--- config.mk ---
export PLATFORM = sky130hd
export DESIGN_NAME = id_ex_hazard_reg_flat
export DESIGN_NICKNAME = d
export VERILOG_FILES = /design/src/rtl/id_ex_hazard_reg_if.sv /design/src/rtl/id_ex_hazard_reg.sv /design/src/flat_wrapper.sv
export SDC_FILE = /design/constraint.sdc
export NUM_CORES = 1
export LEC_CHECK = 0
export BUFFER_PORTS_ARGS = -buffer_cell sky130_fd_sc_hd__buf_4
export CAP_MARGIN = 15
export CORE_MARGIN = 8
export CORE_UTILIZATION = 45
export CTS_CLUSTER_DIAMETER = 200
export DETAILED_ROUTE_END_ITERATION = 8
export HOLD_SLACK_MARGIN = 0.1
export PLACE_DENSITY_LB_ADDON = 0.1
export SYNTH_ARGS = -nofsm -noshare
export SYNTH_HDL_FRONTEND = slang
export SYNTH_SLANG_ARGS = --single-unit
--- constraint.sdc ---
create_clock -name CLK -period 11.25 [get_ports CLK]
set_clock_uncertainty 0.2 [all_clocks]
set_input_delay 2.25 -clock CLK [delete_from_list [all_inputs] [get_ports CLK]]
set_output_delay 2.25 -clock CLK [all_outputs]
set_load 0.01 [all_outputs]
--- src/rtl/id_ex_hazard_reg_if.sv ---
// rtl/id_ex_hazard_reg_if.sv - decode/execute boundary signals for the ID/EX hazard register
interface id_ex_hazard_reg_if #(
    parameter int CTRL_W = 16,
    parameter int CNT_W  = 16
);
    logic              DE_valid;
    logic [31:0]       DE_PC;
    logic [31:0]       DE_IR;
    logic [31:0]       DE_rs1_val;
    logic [31:0]       DE_rs2_val;
    logic [CTRL_W-1:0] DE_ctrl;
    logic              DE_memRead;
    logic              EX_branch_taken;

    logic              EX_valid;
    logic [31:0]       EX_PC;
    logic [31:0]       EX_IR;
    logic [31:0]       EX_rs1_val;
    logic [31:0]       EX_rs2_val;
    logic [CTRL_W-1:0] EX_ctrl;
    logic              EX_memRead;
    logic [4:0]        EX_rs1_addr;
    logic [4:0]        EX_rs2_addr;
    logic [4:0]        EX_rd_addr;
    logic              stall_fetch;
    logic              stall_decode;
    logic              flush_decode;
    logic [CNT_W-1:0]  stall_count;
    logic [CNT_W-1:0]  flush_count;

    modport master (
        output DE_valid, DE_PC, DE_IR, DE_rs1_val, DE_rs2_val, DE_ctrl, DE_memRead,
               EX_branch_taken,
        input  EX_valid, EX_PC, EX_IR, EX_rs1_val, EX_rs2_val, EX_ctrl, EX_memRead,
               EX_rs1_addr, EX_rs2_addr, EX_rd_addr,
               stall_fetch, stall_decode, flush_decode, stall_count, flush_count
    );

    modport slave (
        input  DE_valid, DE_PC, DE_IR, DE_rs1_val, DE_rs2_val, DE_ctrl, DE_memRead,
               EX_branch_taken,
        output EX_valid, EX_PC, EX_IR, EX_rs1_val, EX_rs2_val, EX_ctrl, EX_memRead,
               EX_rs1_addr, EX_rs2_addr, EX_rd_addr,
               stall_fetch, stall_decode, flush_decode, stall_count, flush_count
    );
endinterface

--- src/rtl/id_ex_hazard_reg.sv ---
// rtl/id_ex_hazard_reg.sv - ID/EX pipeline register with load-use stall and branch flush
// Optional stall/flush performance counters are built when HAZARD_PERF_CNT_EN is defined.
module id_ex_hazard_reg #(
    parameter int CTRL_W = 16,
    parameter int CNT_W  = 16
) (
    input  logic              CLK,
    input  logic              RST,
    id_ex_hazard_reg_if.slave bus
);
    localparam logic [6:0] OP_LUI   = 7'b0110111;
    localparam logic [6:0] OP_AUIPC = 7'b0010111;
    localparam logic [6:0] OP_JAL   = 7'b1101111;
    localparam logic [6:0] OP_R     = 7'b0110011;
    localparam logic [6:0] OP_S     = 7'b0100011;
    localparam logic [6:0] OP_B     = 7'b1100011;

    typedef enum logic [1:0] {RUN, LOAD_STALL, FLUSH} state_t;

    typedef struct packed {
        logic              valid;
        logic [31:0]       pc;
        logic [31:0]       ir;
        logic [31:0]       rs1_val;
        logic [31:0]       rs2_val;
        logic [CTRL_W-1:0] ctrl;
        logic              mem_read;
        logic [4:0]        rs1_addr;
        logic [4:0]        rs2_addr;
        logic [4:0]        rd_addr;
    } ex_t;

    state_t state_q, state_d;
    ex_t    ex_q, ex_d;

    logic [6:0] opcode;
    logic       rs1_used, rs2_used, rd_used;
    logic [4:0] de_rs1, de_rs2, de_rd;
    logic       hazard, flush, stall;

    always_comb begin
        opcode   = bus.DE_IR[6:0];
        rs1_used = !(opcode == OP_LUI || opcode == OP_AUIPC || opcode == OP_JAL);
        rs2_used = (opcode == OP_R || opcode == OP_S || opcode == OP_B);
        rd_used  = !(opcode == OP_S || opcode == OP_B);
        de_rs1   = rs1_used ? bus.DE_IR[19:15] : 5'd0;
        de_rs2   = rs2_used ? bus.DE_IR[24:20] : 5'd0;
        de_rd    = rd_used  ? bus.DE_IR[11:7]  : 5'd0;

        // Gated addresses are zero when unused, and ex_q.rd_addr is nonzero here, so no false match.
        hazard = ex_q.valid && ex_q.mem_read && (ex_q.rd_addr != 5'd0) && bus.DE_valid &&
                 ((de_rs1 == ex_q.rd_addr) || (de_rs2 == ex_q.rd_addr));
        flush  = bus.EX_branch_taken;
        stall  = hazard && !flush;

        ex_d = '0;
        if (!flush && !stall) begin
            ex_d.valid    = bus.DE_valid;
            ex_d.pc       = bus.DE_PC;
            ex_d.ir       = bus.DE_IR;
            ex_d.rs1_val  = bus.DE_rs1_val;
            ex_d.rs2_val  = bus.DE_rs2_val;
            ex_d.ctrl     = bus.DE_ctrl;
            ex_d.mem_read = bus.DE_memRead;
            ex_d.rs1_addr = de_rs1;
            ex_d.rs2_addr = de_rs2;
            ex_d.rd_addr  = de_rd;
        end

        case (state_q)
            LOAD_STALL, FLUSH: state_d = flush ? FLUSH : RUN;
            default:           state_d = flush ? FLUSH : (stall ? LOAD_STALL : RUN);
        endcase
    end

    always_ff @(posedge CLK or posedge RST) begin
        if (RST) begin
            state_q <= RUN;
            ex_q    <= '0;
        end else begin
            state_q <= state_d;
            ex_q    <= ex_d;
        end
    end

    assign bus.stall_fetch  = stall && !RST;
    assign bus.stall_decode = stall && !RST;
    assign bus.flush_decode = flush && !RST;

    assign bus.EX_valid    = ex_q.valid;
    assign bus.EX_PC       = ex_q.pc;
    assign bus.EX_IR       = ex_q.ir;
    assign bus.EX_rs1_val  = ex_q.rs1_val;
    assign bus.EX_rs2_val  = ex_q.rs2_val;
    assign bus.EX_ctrl     = ex_q.ctrl;
    assign bus.EX_memRead  = ex_q.mem_read;
    assign bus.EX_rs1_addr = ex_q.rs1_addr;
    assign bus.EX_rs2_addr = ex_q.rs2_addr;
    assign bus.EX_rd_addr  = ex_q.rd_addr;

`ifdef HAZARD_PERF_CNT_EN
    logic [CNT_W-1:0] stall_cnt_q, stall_cnt_d;
    logic [CNT_W-1:0] flush_cnt_q, flush_cnt_d;

    // Counters stick at all-ones rather than wrapping.
    always_comb begin
        stall_cnt_d = stall_cnt_q;
        flush_cnt_d = flush_cnt_q;
        if (stall && stall_cnt_q != '1) stall_cnt_d = stall_cnt_q + 1'b1;
        if (flush && flush_cnt_q != '1) flush_cnt_d = flush_cnt_q + 1'b1;
    end

    always_ff @(posedge CLK or posedge RST) begin
        if (RST) begin
            stall_cnt_q <= '0;
            flush_cnt_q <= '0;
        end else begin
            stall_cnt_q <= stall_cnt_d;
            flush_cnt_q <= flush_cnt_d;
        end
    end

    assign bus.stall_count = stall_cnt_q;
    assign bus.flush_count = flush_cnt_q;
`else
    assign bus.stall_count = '0;
    assign bus.flush_count = '0;
`endif
endmodule

--- src/flat_wrapper.sv ---
// flat-port wrapper written by rule: the top's interface ports become plain ports
module id_ex_hazard_reg_flat 
#(
    parameter int CTRL_W = 16,
    parameter int CNT_W  = 16
)
  (CLK, RST, bus_DE_valid, bus_DE_PC, bus_DE_IR, bus_DE_rs1_val, bus_DE_rs2_val, bus_DE_ctrl, bus_DE_memRead, bus_EX_branch_taken, bus_EX_valid, bus_EX_PC, bus_EX_IR, bus_EX_rs1_val, bus_EX_rs2_val, bus_EX_ctrl, bus_EX_memRead, bus_EX_rs1_addr, bus_EX_rs2_addr, bus_EX_rd_addr, bus_stall_fetch, bus_stall_decode, bus_flush_decode, bus_stall_count, bus_flush_count);
  id_ex_hazard_reg_if #(.CTRL_W(CTRL_W), .CNT_W(CNT_W)) bus_i ();
  input  logic CLK;
  input  logic RST;
  input wire logic [$bits(bus_i.DE_valid)-1:0] bus_DE_valid;
  input wire logic [$bits(bus_i.DE_PC)-1:0] bus_DE_PC;
  input wire logic [$bits(bus_i.DE_IR)-1:0] bus_DE_IR;
  input wire logic [$bits(bus_i.DE_rs1_val)-1:0] bus_DE_rs1_val;
  input wire logic [$bits(bus_i.DE_rs2_val)-1:0] bus_DE_rs2_val;
  input wire logic [$bits(bus_i.DE_ctrl)-1:0] bus_DE_ctrl;
  input wire logic [$bits(bus_i.DE_memRead)-1:0] bus_DE_memRead;
  input wire logic [$bits(bus_i.EX_branch_taken)-1:0] bus_EX_branch_taken;
  output wire logic [$bits(bus_i.EX_valid)-1:0] bus_EX_valid;
  output wire logic [$bits(bus_i.EX_PC)-1:0] bus_EX_PC;
  output wire logic [$bits(bus_i.EX_IR)-1:0] bus_EX_IR;
  output wire logic [$bits(bus_i.EX_rs1_val)-1:0] bus_EX_rs1_val;
  output wire logic [$bits(bus_i.EX_rs2_val)-1:0] bus_EX_rs2_val;
  output wire logic [$bits(bus_i.EX_ctrl)-1:0] bus_EX_ctrl;
  output wire logic [$bits(bus_i.EX_memRead)-1:0] bus_EX_memRead;
  output wire logic [$bits(bus_i.EX_rs1_addr)-1:0] bus_EX_rs1_addr;
  output wire logic [$bits(bus_i.EX_rs2_addr)-1:0] bus_EX_rs2_addr;
  output wire logic [$bits(bus_i.EX_rd_addr)-1:0] bus_EX_rd_addr;
  output wire logic [$bits(bus_i.stall_fetch)-1:0] bus_stall_fetch;
  output wire logic [$bits(bus_i.stall_decode)-1:0] bus_stall_decode;
  output wire logic [$bits(bus_i.flush_decode)-1:0] bus_flush_decode;
  output wire logic [$bits(bus_i.stall_count)-1:0] bus_stall_count;
  output wire logic [$bits(bus_i.flush_count)-1:0] bus_flush_count;
  assign bus_i.DE_valid = bus_DE_valid;
  assign bus_i.DE_PC = bus_DE_PC;
  assign bus_i.DE_IR = bus_DE_IR;
  assign bus_i.DE_rs1_val = bus_DE_rs1_val;
  assign bus_i.DE_rs2_val = bus_DE_rs2_val;
  assign bus_i.DE_ctrl = bus_DE_ctrl;
  assign bus_i.DE_memRead = bus_DE_memRead;
  assign bus_i.EX_branch_taken = bus_EX_branch_taken;
  assign bus_EX_valid = bus_i.EX_valid;
  assign bus_EX_PC = bus_i.EX_PC;
  assign bus_EX_IR = bus_i.EX_IR;
  assign bus_EX_rs1_val = bus_i.EX_rs1_val;
  assign bus_EX_rs2_val = bus_i.EX_rs2_val;
  assign bus_EX_ctrl = bus_i.EX_ctrl;
  assign bus_EX_memRead = bus_i.EX_memRead;
  assign bus_EX_rs1_addr = bus_i.EX_rs1_addr;
  assign bus_EX_rs2_addr = bus_i.EX_rs2_addr;
  assign bus_EX_rd_addr = bus_i.EX_rd_addr;
  assign bus_stall_fetch = bus_i.stall_fetch;
  assign bus_stall_decode = bus_i.stall_decode;
  assign bus_flush_decode = bus_i.flush_decode;
  assign bus_stall_count = bus_i.stall_count;
  assign bus_flush_count = bus_i.flush_count;
  id_ex_hazard_reg #(.CTRL_W(CTRL_W), .CNT_W(CNT_W)) u_core (.CLK(CLK), .RST(RST), .bus(bus_i));
endmodule
== Yosys cells after proc, flatten, opt, wreduce, memory -nomap -nowiden ==
Index checks and enable logic that the tools add are counted.
Storage, ports and cells
  flip-flop bits (word level): 161
  latch bits: 0
  bits in writable memories: 0
  memory bits (read-only): 0
  input bits: 149
  output and inout bits: 196
  word-level logic and storage cells: 40
  memories: 0
Operators by class
  add/sub/neg operators: 0
  multiply operators: 0
  div/mod/pow operators: 0
  $lt $le $gt $ge: 0
  equality and inequality tests: 8
  shifts and indexed selects: 0
  muxes and demuxes: 4
  bitwise gates (word level): 0
  reductions and logical operators: 18
Operator list (number)
  161-bit 2-to-1 mux: 1
  7-bit by 6-bit == test with 1-bit output (second input constant): 3
  5-bit 2-to-1 mux: 3
  7-bit == test (second input constant): 2
  5-bit == test: 2
  1-bit logical AND: 8
  7-bit by 5-bit == test with 1-bit output (second input constant): 1
  1-bit logical OR: 6
  5-bit nonzero test: 1
  1-bit logical NOT: 3

== Longest topological paths before layout ==
Gate-level depths: netlist of the first run.
  depth in word-level cells: 11
  depth in mapped cells: 9
  gate-level depth less buffers: 5

== Worst setup path before layout of the first run ==
No wires, ideal clock.
  kind: input -> output
  from: in bus_DE_IR[2]
  to: out bus_stall_fetch
  data arrival time: 4.284 ns
  required time: 8.800 ns
  slack: 4.516 ns
  stages on the path: 8
  buffers on the path: 3
  cell sequence: and4bb_2 -> a31oi_1 -> or4b_4 -> a211o_4 -> buf_6 -> buf_6 -> a211oi_2 -> buf_4
Between the ends
  longest elaborated chain between the ends: 9
  elaborated cells on any way between the ends: 18
Ends and longest elaborated chain
  from (decl): line flat_wrapper.sv:13  | input wire logic [$bits(bus_i.DE_IR)-1:0] bus_DE_IR;
  7-bit by 6-bit == test with 1-bit output (tied with other cells): line id_ex_hazard_reg.sv:43  | rs1_used = !(opcode == OP_LUI || opcode == OP_AUIPC || opcode == OP_JAL);
  1-bit logical OR (on tied branches) (2 in a row): line id_ex_hazard_reg.sv:43, id_ex_hazard_reg.sv:44
  5-bit 2-to-1 mux (on tied branches): line id_ex_hazard_reg.sv:46, id_ex_hazard_reg.sv:47
  5-bit == test: line id_ex_hazard_reg.sv:52  | ((de_rs1 == ex_q.rd_addr) || (de_rs2 == ex_q.rd_addr));
  1-bit logical OR (*): line id_ex_hazard_reg.sv:52
  1-bit logical AND (*): line id_ex_hazard_reg.sv:51  | hazard = ex_q.valid && ex_q.mem_read && (ex_q.rd_addr != 5'd0) && bus.DE_valid &&
  1-bit logical AND (*): line id_ex_hazard_reg.sv:54  | stall = hazard && !flush;
  1-bit logical AND (*)
  to (decl): line flat_wrapper.sv:29  | output wire logic [$bits(bus_i.stall_fetch)-1:0] bus_stall_fetch;
Every way passes the cells marked *; elsewhere a longest branch is shown, timed or not.

== Worst setup path after layout of the first run ==
  from: in bus_DE_IR[3]
  to: out bus_stall_decode
Between the ends
  longest elaborated chain between the ends: 9
  elaborated cells on any way between the ends: 18
Ends and longest elaborated chain
  7-bit by 6-bit == test with 1-bit output (tied with other cells): line id_ex_hazard_reg.sv:43
  1-bit logical OR (on tied branches) (2 in a row): line id_ex_hazard_reg.sv:43, id_ex_hazard_reg.sv:44
  5-bit 2-to-1 mux (on tied branches): line id_ex_hazard_reg.sv:46, id_ex_hazard_reg.sv:47
  5-bit == test: line id_ex_hazard_reg.sv:52
  1-bit logical OR (*): line id_ex_hazard_reg.sv:52
  1-bit logical AND (*): line id_ex_hazard_reg.sv:51
  1-bit logical AND (*): line id_ex_hazard_reg.sv:54
  1-bit logical AND (*): line id_ex_hazard_reg.sv:87  | assign bus.stall_decode = stall && !RST;
  to (decl): line flat_wrapper.sv:30  | output wire logic [$bits(bus_i.stall_decode)-1:0] bus_stall_decode;
Marked as above.

==> metrics, run 1 <==
placed cell count=a little over 900; dpl hpwl=14.6 mm; P&R area growth vs syn=43.6%; # IOs=345; max-cap violation count=0; Critical Path RT=about 8.8 ns; Total GRT Usage=21.6%; IO Port Bufs=312; setup slack after placement=just over 4 ns; Worst Path Max Fanout=88; die area=approximately 19000 um^2; routed wirelength normalized by instance count=22.0 um; width of the die=roughly 140 um; post-route worst setup slack=4.10 ns; top achievable clock speed=approximately 140 MHz; row count=44; total via count after detailed routing=4996; Finished Layout Cells=941; final weighted congestion of routability-driven global placement=between 0.7 and 0.8; antenna diode count=0; Final setup violation count=0; post-layout minimum cycle time=between 7 and 8 ns; filler cell count in the final layout=1132; cell count after synthesis=about 460; worst-skew pair later-pin latency=about 0.42 ns; power per standard cell area=149 nW/um^2; TritonCTS clock tree=yes; number of global-route vias before repair=5232; post-synthesis instance area=6520 um^2; launching element type of the critical path=primary input; flop and latch count out of synthesis=161; via density per instance=5.31; number of distinct standard cells referenced by the synthesized netlist=36; critical path type=in -> out; type of the most critical hold path=reg -> reg; total clock buffers created by CTS=17; number of hold buffers added after cts=0; first-pass GRT wire length=~30 mm; largest net degree at the start of global routing=152; wire length reported by the detailed router=20.7 mm; commonest non-fill, non-tap cell in the layout=sky130_fd_sc_hd__buf_4; number of clock sinks=around 160; Detail Route Antenna Nets=0; count of routing violations after the opening detailed-route iteration=308; Max Buffers Root-to-Sink=2; Initial DRT Pass Iterations=4; Slew Viols, Final=0; initial antenna violation count=0; per-instance average area after synthesis=14.1 um^2; buffers inserted during post-CTS setup optimization=0; clock input transition at the sequential cells of the worst setup and hold paths=roughly 0.060 ns; commonest cells after routing, fill and taps aside=sky130_fd_sc_hd__buf_4, sky130_fd_sc_hd__dfrtp_1, sky130_fd_sc_hd__and4b_1, sky130_fd_sc_hd__conb_1, sky130_fd_sc_hd__clkbuf_16; number of nets in the final layout=between 800 and 900; DRC viols=0; leakage component of the power=0.00502 uW; Critical Path AT=4.70 ns; summed negative setup slack over all endpoints=0 ns; floorplan core area=14400 um^2; Max VDD drop=93.7 uV; register area share after synthesis=about 60%; overall die height=136 um; number of levels in the clock H-tree=4; setup repair after global routing missed its margin=false; transition time of the tightest slew-check pin=between 1 and 1.5 ns; initial core utilization=45.4%; # resized after CTS=0; fraction of layout cells with a size suffix above 1=a little under half; result of the run=completed; cell chosen for the clock root=sky130_fd_sc_hd__clkbuf_16; Final Hold Slack=approximately 0.72 ns; Yosys warning count=0; relative slew slack=32.3%; final hold violations=0; share of the clock period used by the worst path after layout=63.6%; total global routing overflow=0; kind of end point of the critical path=output port
==> per-stage QoR <==
| stage | total power (uW) | utilization (%) | cell area, um^2 |
|---|---|---|---|
| 5_1_grt | 1440 | 65.2 | 9360 |
| 3_5_place_dp | 804 | 60.6 | 8710 |
| 6_report | 1400 | 65.2 | 9360 |
| 2_1_floorplan | 704 | - | 6640 |
| 4_1_cts | 1410 | 65.0 | 9340 |
| 3_3_place_gp | 799 | 60.6 | 8710 |
==> layer usage <==
| metal | wire length, um | up-vias | global-route usage (%) |
|---|---|---|---|
| met1 | 7860 | 2499 | 25.6 |
| met4 | 602 | 0 | 9.95 |
| met5 | 0 | - | 0 |
| li1 | - | 2223 | - |
| met2 | 10600 | 238 | 35.1 |
| met3 | 1710 | 36 | 6.73 |
==> worst max-delay path, cell delays in order <==
cell,delay [ns]
sky130_fd_sc_hd__buf_4,0.13
sky130_fd_sc_hd__and4bb_2,0.40
sky130_fd_sc_hd__a31oi_1,0.12
sky130_fd_sc_hd__or4b_4,0.54
sky130_fd_sc_hd__a211o_4,0.54
sky130_fd_sc_hd__buf_16,0.31
sky130_fd_sc_hd__a211oi_2,0.24
sky130_fd_sc_hd__buf_4,0.16
==> final cells by class <==
class	count	area, um^2	share of cell area, %
clock buffers	23	468	5.00
well taps	184	230	2.46
clock inverters	9	155	1.66
multi-input cells	245	2070	22.1
flip-flops and latches	161	4030	43.0
inverters	3	16.3	0.174
repair buffers	316	2390	25.6
==> path summary, 6_finish.rpt <==
path,from,end,slack (ns),cells after the start
max in group asynchronous,RST,u_core.bus.EX_rs2_val[17],7.77,3
setup reg to reg,u_core.bus.EX_rd_addr[2],u_core.bus.EX_rd_addr[2],7.96,6
hold / removal,u_core.bus.EX_valid,u_core.bus.EX_rd_addr[0],0.72,4
hold reg to reg,u_core.bus.EX_valid,u_core.bus.EX_rd_addr[0],0.72,4
min in group asynchronous,RST,u_core.bus.EX_PC[31],1.89,2
setup / recovery,bus_DE_IR[3],bus_stall_decode,4.10,8
==> Yosys cell counts (all sizes together) <==
library cell / count / share of area (%)
a22oi: 1 / 0.12
nand3: 2 / 0.15
inv: 3 / 0.17
dfrtp: 161 / 62
or4b: 1 / 0.21
nand4b: 11 / 1.5
xor2: 1 / 0.13
nor2b: 3 / 0.29
and3b: 2 / 0.27
and4bb: 1 / 0.19
nand2b: 1 / 0.096
o2111ai: 1 / 0.13
conb: 1 / 0.058
and4b: 143 / 22
a31oi: 2 / 0.19
or4: 2 / 0.23
nand2: 2 / 0.12
nor2: 10 / 0.58
and3: 6 / 0.58
o22ai: 1 / 0.096
nand3b: 2 / 0.23
a21oi: 1 / 0.077
nand4: 1 / 0.096
and2: 1 / 0.096
or3b: 1 / 0.13
xnor2: 5 / 0.67
and4: 1 / 0.13
clkbuf: 40 / 2.3
a21boi: 1 / 0.17
nor3b: 5 / 0.58
buf: 46 / 5.8
a211o: 1 / 0.27
a211oi: 2 / 0.38
o211ai: 2 / 0.23
==> power by group <==
part	internal (uW)	switching, uW
registers	608	11.5
logic	93.8	77.6
clock network	383	223
total	1090	312
==> registers in the layout, summed over array words and instances (netlist names) <==
signal	count
u_core.bus.EX_IR	32
u_core.bus.EX_PC	32
u_core.bus.EX_ctrl	16
u_core.bus.EX_memRead	1
u_core.bus.EX_rd_addr	5
u_core.bus.EX_rs1_addr	5
u_core.bus.EX_rs1_val	32
u_core.bus.EX_rs2_addr	5
u_core.bus.EX_rs2_val	32
u_core.bus.EX_valid	1
==> cells by family (layout without fill, tap and decap cells) <==
group | Yosys count | after routing | synth area share [%]
AND/OR/NAND/NOR | 195 | 195 | 27.4
flip-flops | 161 | 161 | 61.8
buffers and inverters | 89 | 351 | 8.27
AO/OA/AOI/OAI | 12 | 12 | 1.67
XOR/XNOR | 6 | 6 | 0.806
other | 1 | 32 | 0.0575
No activity file was read; power rests on OpenSTA's default activity.
==> run 2, diff against run 1 <==
==> constraint.sdc (replaced) <==
create_clock -name CLK -period 6.6 [get_ports CLK]
set_clock_uncertainty 0.2 [all_clocks]
set_input_delay 1.32 -clock CLK [delete_from_list [all_inputs] [get_ports CLK]]
set_output_delay 1.32 -clock CLK [all_outputs]
set_load 0.01 [all_outputs]
==> metrics, run 2 (same netlist as run 1, synthesis figures left out) <==
result of the run=completed; Final setup violation count=0 (unchanged); power per standard cell area=255 nW/um^2 (+71%); fraction of layout cells with a size suffix above 1=47.0% (+0.40 points); buffers inserted during post-CTS setup optimization=0 (unchanged); die area=18600 um^2 (unchanged); total global routing overflow=0 (unchanged); Max VDD drop=173 uV (+85%); total via count after detailed routing=4919 (-1.5%); worst-skew pair later-pin latency=0.42 ns (about the same); largest net degree at the start of global routing=152 (unchanged); # resized after CTS=0 (unchanged); cell chosen for the clock root=sky130_fd_sc_hd__clkbuf_16; Max Buffers Root-to-Sink=2 (unchanged); floorplan core area=14400 um^2 (unchanged); Critical Path RT=5.08 ns (-3.72 ns); Total GRT Usage=21.3% (-0.21 points); setup repair after global routing missed its margin=false; post-layout minimum cycle time=roughly 5.2 ns; final hold violations=0 (unchanged); Detail Route Antenna Nets=0 (unchanged); DRC viols=0 (unchanged); Finished Layout Cells=941 (unchanged); wire length reported by the detailed router=20.4 mm (-1.8%); share of the clock period used by the worst path after layout=79.3%; number of levels in the clock H-tree=4 (unchanged); IO Port Bufs=312 (unchanged); worst stage delay on the critical path=0.54 ns (about the same); clock input transition at the sequential cells of the worst setup and hold paths=0.06 ns (about the same); kind of end point of the critical path=output port; first-pass GRT wire length=30.3 mm (-0.55%); Worst Path Max Fanout=102 (+16%); count of routing violations after the opening detailed-route iteration=303 (-1.6%); leakage component of the power=0.00502 uW (+0.18%); final weighted congestion of routability-driven global placement=0.794 (-0.33%); number of clock sinks=161 (unchanged); max-cap violation count=0 (unchanged); type of the most critical hold path=reg -> reg; width of the die=136 um (unchanged); Critical Path AT=3.71 ns (-0.99 ns); worst reg2reg setup slack=3.35 ns (-4.61 ns); Slowest cell on crit path=sky130_fd_sc_hd__or4b_4; P&R area growth vs syn=43.8%; overall die height=136 um (unchanged); antenna diode count=0 (unchanged); worst-path cell chain=buf_4 > and4bb_2 > a31oi_1 > or4b_4 > a211o_4 > buf_16 > a211oi_2 > buf_4; number of global-route vias before repair=5162 (-1.3%); summed negative setup slack over all endpoints=0 ns (unchanged); initial antenna violation count=0 (unchanged); TritonCTS clock tree=yes; total clock buffers created by CTS=17 (unchanged); critical path type=in -> out; # IOs=345 (unchanged); relative slew slack=35.5% (+3.2 points); count of buffering cells on the critical path with inverters included=3 (unchanged); top achievable clock speed=191 MHz; transition time of the tightest slew-check pin=0.968 ns (-0.0477 ns); Slew Viols, Final=0 (unchanged); routed wirelength normalized by instance count=21.6 um (-1.8%); Initial DRT Pass Iterations=5 (+1); via density per instance=5.23 (-1.5%); launching element type of the critical path=primary input; row count=44 (unchanged); Crit path max-delay family=simple AND/OR/NAND/NOR gates; number of nets in the final layout=893 (unchanged); placed cell count=908 (unchanged); dpl hpwl=14.3 mm (-1.9%); number of hold buffers added after cts=0 (unchanged); Top cell by count, worst path=sky130_fd_sc_hd__buf_4; initial core utilization=45.4% (unchanged); commonest cells after routing, fill and taps aside=sky130_fd_sc_hd__buf_4, sky130_fd_sc_hd__dfrtp_1, sky130_fd_sc_hd__and4b_1, sky130_fd_sc_hd__conb_1, sky130_fd_sc_hd__clkbuf_16; commonest non-fill, non-tap cell in the layout=sky130_fd_sc_hd__buf_4
[run 2: report_power, final]
part | leakage, uW | internal (uW) | switching (uW) | total (uW)
Clock | 0.000311 | 655 | 391 | 1050
Combinational | 0.00263 | 160 | 131 | 291
Sequential | 0.00208 | 1040 | 19.4 | 1060
Total | 0.00502 | 1850 | 542 | 2390
[run 2: through the flow]
step	util (%)	setup slack (ns)	instance area, um^2	power [uW]	hold slack (ns)
2_1_floorplan	-	0.732	6640	1200	0.627
3_3_place_gp	60.6	1.35	8710	1360	0.701
3_5_place_dp	60.6	1.31	8710	1370	0.709
4_1_cts	65.1	1.30	9350	2420	0.733
5_1_grt	65.3	1.22	9380	2490	0.787
6_report	65.3	1.37	9380	2390	0.744
[run 2: worst paths after layout]
path	startpoint	endpoint	cells past startpoint
max	bus_DE_IR[3]	bus_stall_decode	8
min	u_core.bus.EX_rd_addr[2]	u_core.bus.EX_rs2_addr[3]	3
max reg2reg	u_core.bus.EX_rd_addr[3]	u_core.bus.EX_rd_addr[3]	6
min reg2reg	u_core.bus.EX_rd_addr[2]	u_core.bus.EX_rs2_addr[3]	3
max in group asynchronous	RST	u_core.bus.EX_rs1_val[7]	3
min in group asynchronous	RST	u_core.bus.EX_IR[22]	2
[run 2: area by class of cell]
class	instances	area, um^2
fill	1130	4990
clock buffer	20	457
timing repair buffer	316	2390
sequential	161	4030
tap	184	230
inverter	3	16.3
clock inverter	12	181
multi-input combinational	245	2070
[run 2: layer usage]
metal | up-vias | GRT usage (%) | part of all wire, %
met5 | - | 0 | 0
met4 | 0 | 6.53 | 0.97
met3 | 16 | 6.28 | 8.2
met2 | 244 | 36.5 | 53
met1 | 2441 | 25.4 | 38
li1 | 2218 | - | -
[run 2: worst reg2reg max path, cell delays in order (launching register included)]
cell and delay [ns]:
sky130_fd_sc_hd__dfrtp_1 0.44, sky130_fd_sc_hd__or4_1 0.53, sky130_fd_sc_hd__o2111ai_1 0.33, sky130_fd_sc_hd__or4_4 0.67, sky130_fd_sc_hd__buf_4 0.67, sky130_fd_sc_hd__nand4b_1 0.18, sky130_fd_sc_hd__nor2_1 0.15
==> run 3, diff against run 2 <==
--- a/config.mk
+++ b/config.mk
@@ -8,7 +8,7 @@
 export BUFFER_PORTS_ARGS = -buffer_cell sky130_fd_sc_hd__buf_4
 export CAP_MARGIN = 15
 export CORE_MARGIN = 8
-export CORE_UTILIZATION = 45
+export CORE_UTILIZATION = 41
 export CTS_CLUSTER_DIAMETER = 200
 export DETAILED_ROUTE_END_ITERATION = 8
 export HOLD_SLACK_MARGIN = 0.1
==> constraint.sdc (replaced) <==
create_clock -name CLK -period 4.4 [get_ports CLK]
set_clock_uncertainty 0.2 [all_clocks]
set_input_delay 0.88 -clock CLK [delete_from_list [all_inputs] [get_ports CLK]]
set_output_delay 0.88 -clock CLK [all_outputs]
set_load 0.01 [all_outputs]
==> metrics, run 3 (same netlist as run 1, synthesis figures left out) <==
cell chosen for the clock root=sky130_fd_sc_hd__clkbuf_16; Critical Path AT=2.81 ns (-0.90 ns); power per standard cell area=377 nW/um^2 (+48%); final weighted congestion of routability-driven global placement=0.829 (+4.3%); kind of end point of the critical path=output port; DRC viols=0 (unchanged); top achievable clock speed=257 MHz; width of the die=142 um (+4.2%); total global routing overflow=0 (unchanged); share of the clock period used by the worst path after layout=88.5%; P&R area growth vs syn=45.1%; commonest non-fill, non-tap cell in the layout=sky130_fd_sc_hd__buf_4; commonest cells after routing, fill and taps aside=sky130_fd_sc_hd__buf_4, sky130_fd_sc_hd__dfrtp_1, sky130_fd_sc_hd__and4b_1, sky130_fd_sc_hd__conb_1, sky130_fd_sc_hd__clkbuf_16; transition time of the tightest slew-check pin=0.963 ns (-0.00493 ns); TritonCTS clock tree=yes; setup slack after placement=0.510 ns (-0.798 ns); result of the run=completed; launching element type of the critical path=primary input; Detail Route Antenna Nets=0 (unchanged); Top cell by count, worst path=sky130_fd_sc_hd__buf_4; count of routing violations after the opening detailed-route iteration=253 (-17%); die area=20200 um^2 (+8.6%); post-route total power=3570 uW (+49%); row count=46 (+4.5%); relative slew slack=35.7% (+0.19 points); Slew Viols, Final=0 (unchanged); number of levels in the clock H-tree=4 (unchanged); Max Buffers Root-to-Sink=2 (unchanged); # resized after CTS=0 (unchanged); worst-skew pair later-pin latency=0.42 ns (about the same); Slowest cell on crit path=sky130_fd_sc_hd__or4b_4; initial core utilization=41.5% (-3.9 points); total via count after detailed routing=4866 (-1.1%); floorplan core area=15700 um^2 (+9.4%); number of hold buffers added after cts=0 (unchanged); leakage component of the power=0.00503 uW (+0.15%); number of global-route vias before repair=5221 (+1.1%); Initial DRT Pass Iterations=4 (-1); dpl hpwl=14.2 mm (-0.96%); Gate power share=12.3% (about the same); max-cap violation count=0 (unchanged); post-layout minimum cycle time=3.89 ns; initial antenna violation count=1 (+1); # IOs=345 (unchanged); fraction of layout cells with a size suffix above 1=46.9% (-0.12 points); worst stage delay on the critical path=0.55 ns (about the same); final hold violations=0 (unchanged); share of power burned in the clock network=43.4% (-0.3 points); largest net degree at the start of global routing=162 (+6.6%); Seq pwr share=44.3% (+0.2 points); IO Port Bufs=312 (unchanged); first-pass GRT wire length=30.5 mm (+0.87%); Internal=2780 uW (+50%); switching power share of the total=22.2% (-0.40 points); Final setup violation count=0 (unchanged); summed negative setup slack over all endpoints=0 ns (unchanged); setup repair after global routing missed its margin=false; clock input transition at the sequential cells of the worst setup and hold paths=0.06 ns (about the same); number of clock sinks=161 (unchanged); overall die height=142 um (+4.2%); total clock buffers created by CTS=17 (unchanged); Critical Path RT=3.32 ns (-1.76 ns); number of nets in the final layout=896 (+0.34%); critical path type=in -> out; via density per instance=4.99 (-4.6%); wire length reported by the detailed router=20.3 mm (-0.30%); Max VDD drop=232 uV (+34%); type of the most critical hold path=in -> async; Total GRT Usage=19.7% (-1.6 points); net load switching power=794 uW (+46%); post-route worst setup slack=0.508 ns (-0.861 ns); buffers inserted during post-CTS setup optimization=0 (unchanged); routed wirelength normalized by instance count=20.8 um (-3.9%); worst-path cell chain=buf_4 > and4bb_2 > a31oi_1 > or4b_4 > a211o_4 > a211oi_2 > buf_4; Worst Path Max Fanout=7 (-93%)
==> run 3: cell count changes in the layout (fill, tap and decap cells not counted), sizes merged <==
cell / previous run / this run
clkinv: 6 / 2
clkbuf: 20 / 22
buf: 316 / 319
inv: 4 / 2
diode: 0 / 1
clkinvlp: 1 / 4
==> run 3: worst max-delay path: cells and delay by family <==
family	cells	cell delay, ns
compound gates	3	0.68
buf+inv	2	0.29
simple gates	2	0.95
==> run 3: area by class of cell <==
cell class,count,area (um^2)
Fill cell,1311,6250
Sequential cell,161,4030
Timing Repair Buffer,319,2450
Multi-Input combinational cell,245,2070
Clock buffer,22,464
Tap cell,216,270
Clock inverter,9,156
Inverter,3,15.0
Antenna cell,1,2.50
==> run 3: worst paths after layout <==
check	depth (start not counted)	start	to	slack, ns
min reg2reg	4	u_core.bus.EX_valid	u_core.bus.EX_rs2_addr[3]	0.70
min	2	RST	u_core.bus.EX_PC[30]	0.49
max reg2reg	7	u_core.bus.EX_rd_addr[1]	u_core.bus.EX_PC[16]	1.52
max in group asynchronous	3	RST	u_core.bus.EX_PC[18]	2.71
max	7	bus_DE_IR[2]	bus_stall_fetch	0.51
min in group CLK	3	bus_DE_IR[10]	u_core.bus.EX_rd_addr[3]	0.52
==> run 3: power groups by stage <==
stage               registers (uW)  logic (uW)  clock network, uW
global placement              1610         439                  0
CTS                           1580         446               1580
global route                  1590         477               1650
detailed placement            1610         445                  0
floorplan                     1650         154                  0
finish                        1580         440               1550
==> run 3: routing by layer <==
layer  routed length [um]  GRT usage, %  vias to the layer above
li1                     -             -                     2225
met1                 7520          22.1                     2378
met2                10300          33.0                      228
met3                 1810          6.94                       35
met4                  652          9.61                        0
met5                    0             0                        -
==> run 3: stage by stage <==
stage | std cells | hold WS, ns | cell area (um^2) | utilization [%]
final | 976 | 0.487 | 9460 | 60.2
after global routing | 976 | 0.508 | 9460 | 60.2
after CTS | 974 | 0.505 | 9430 | 60.0
after detailed placement | 943 | 0.686 | 8810 | 56.1
after global placement | 943 | 0.668 | 8810 | 56.1
after floorplan | 495 | 0.627 | 6640 | -
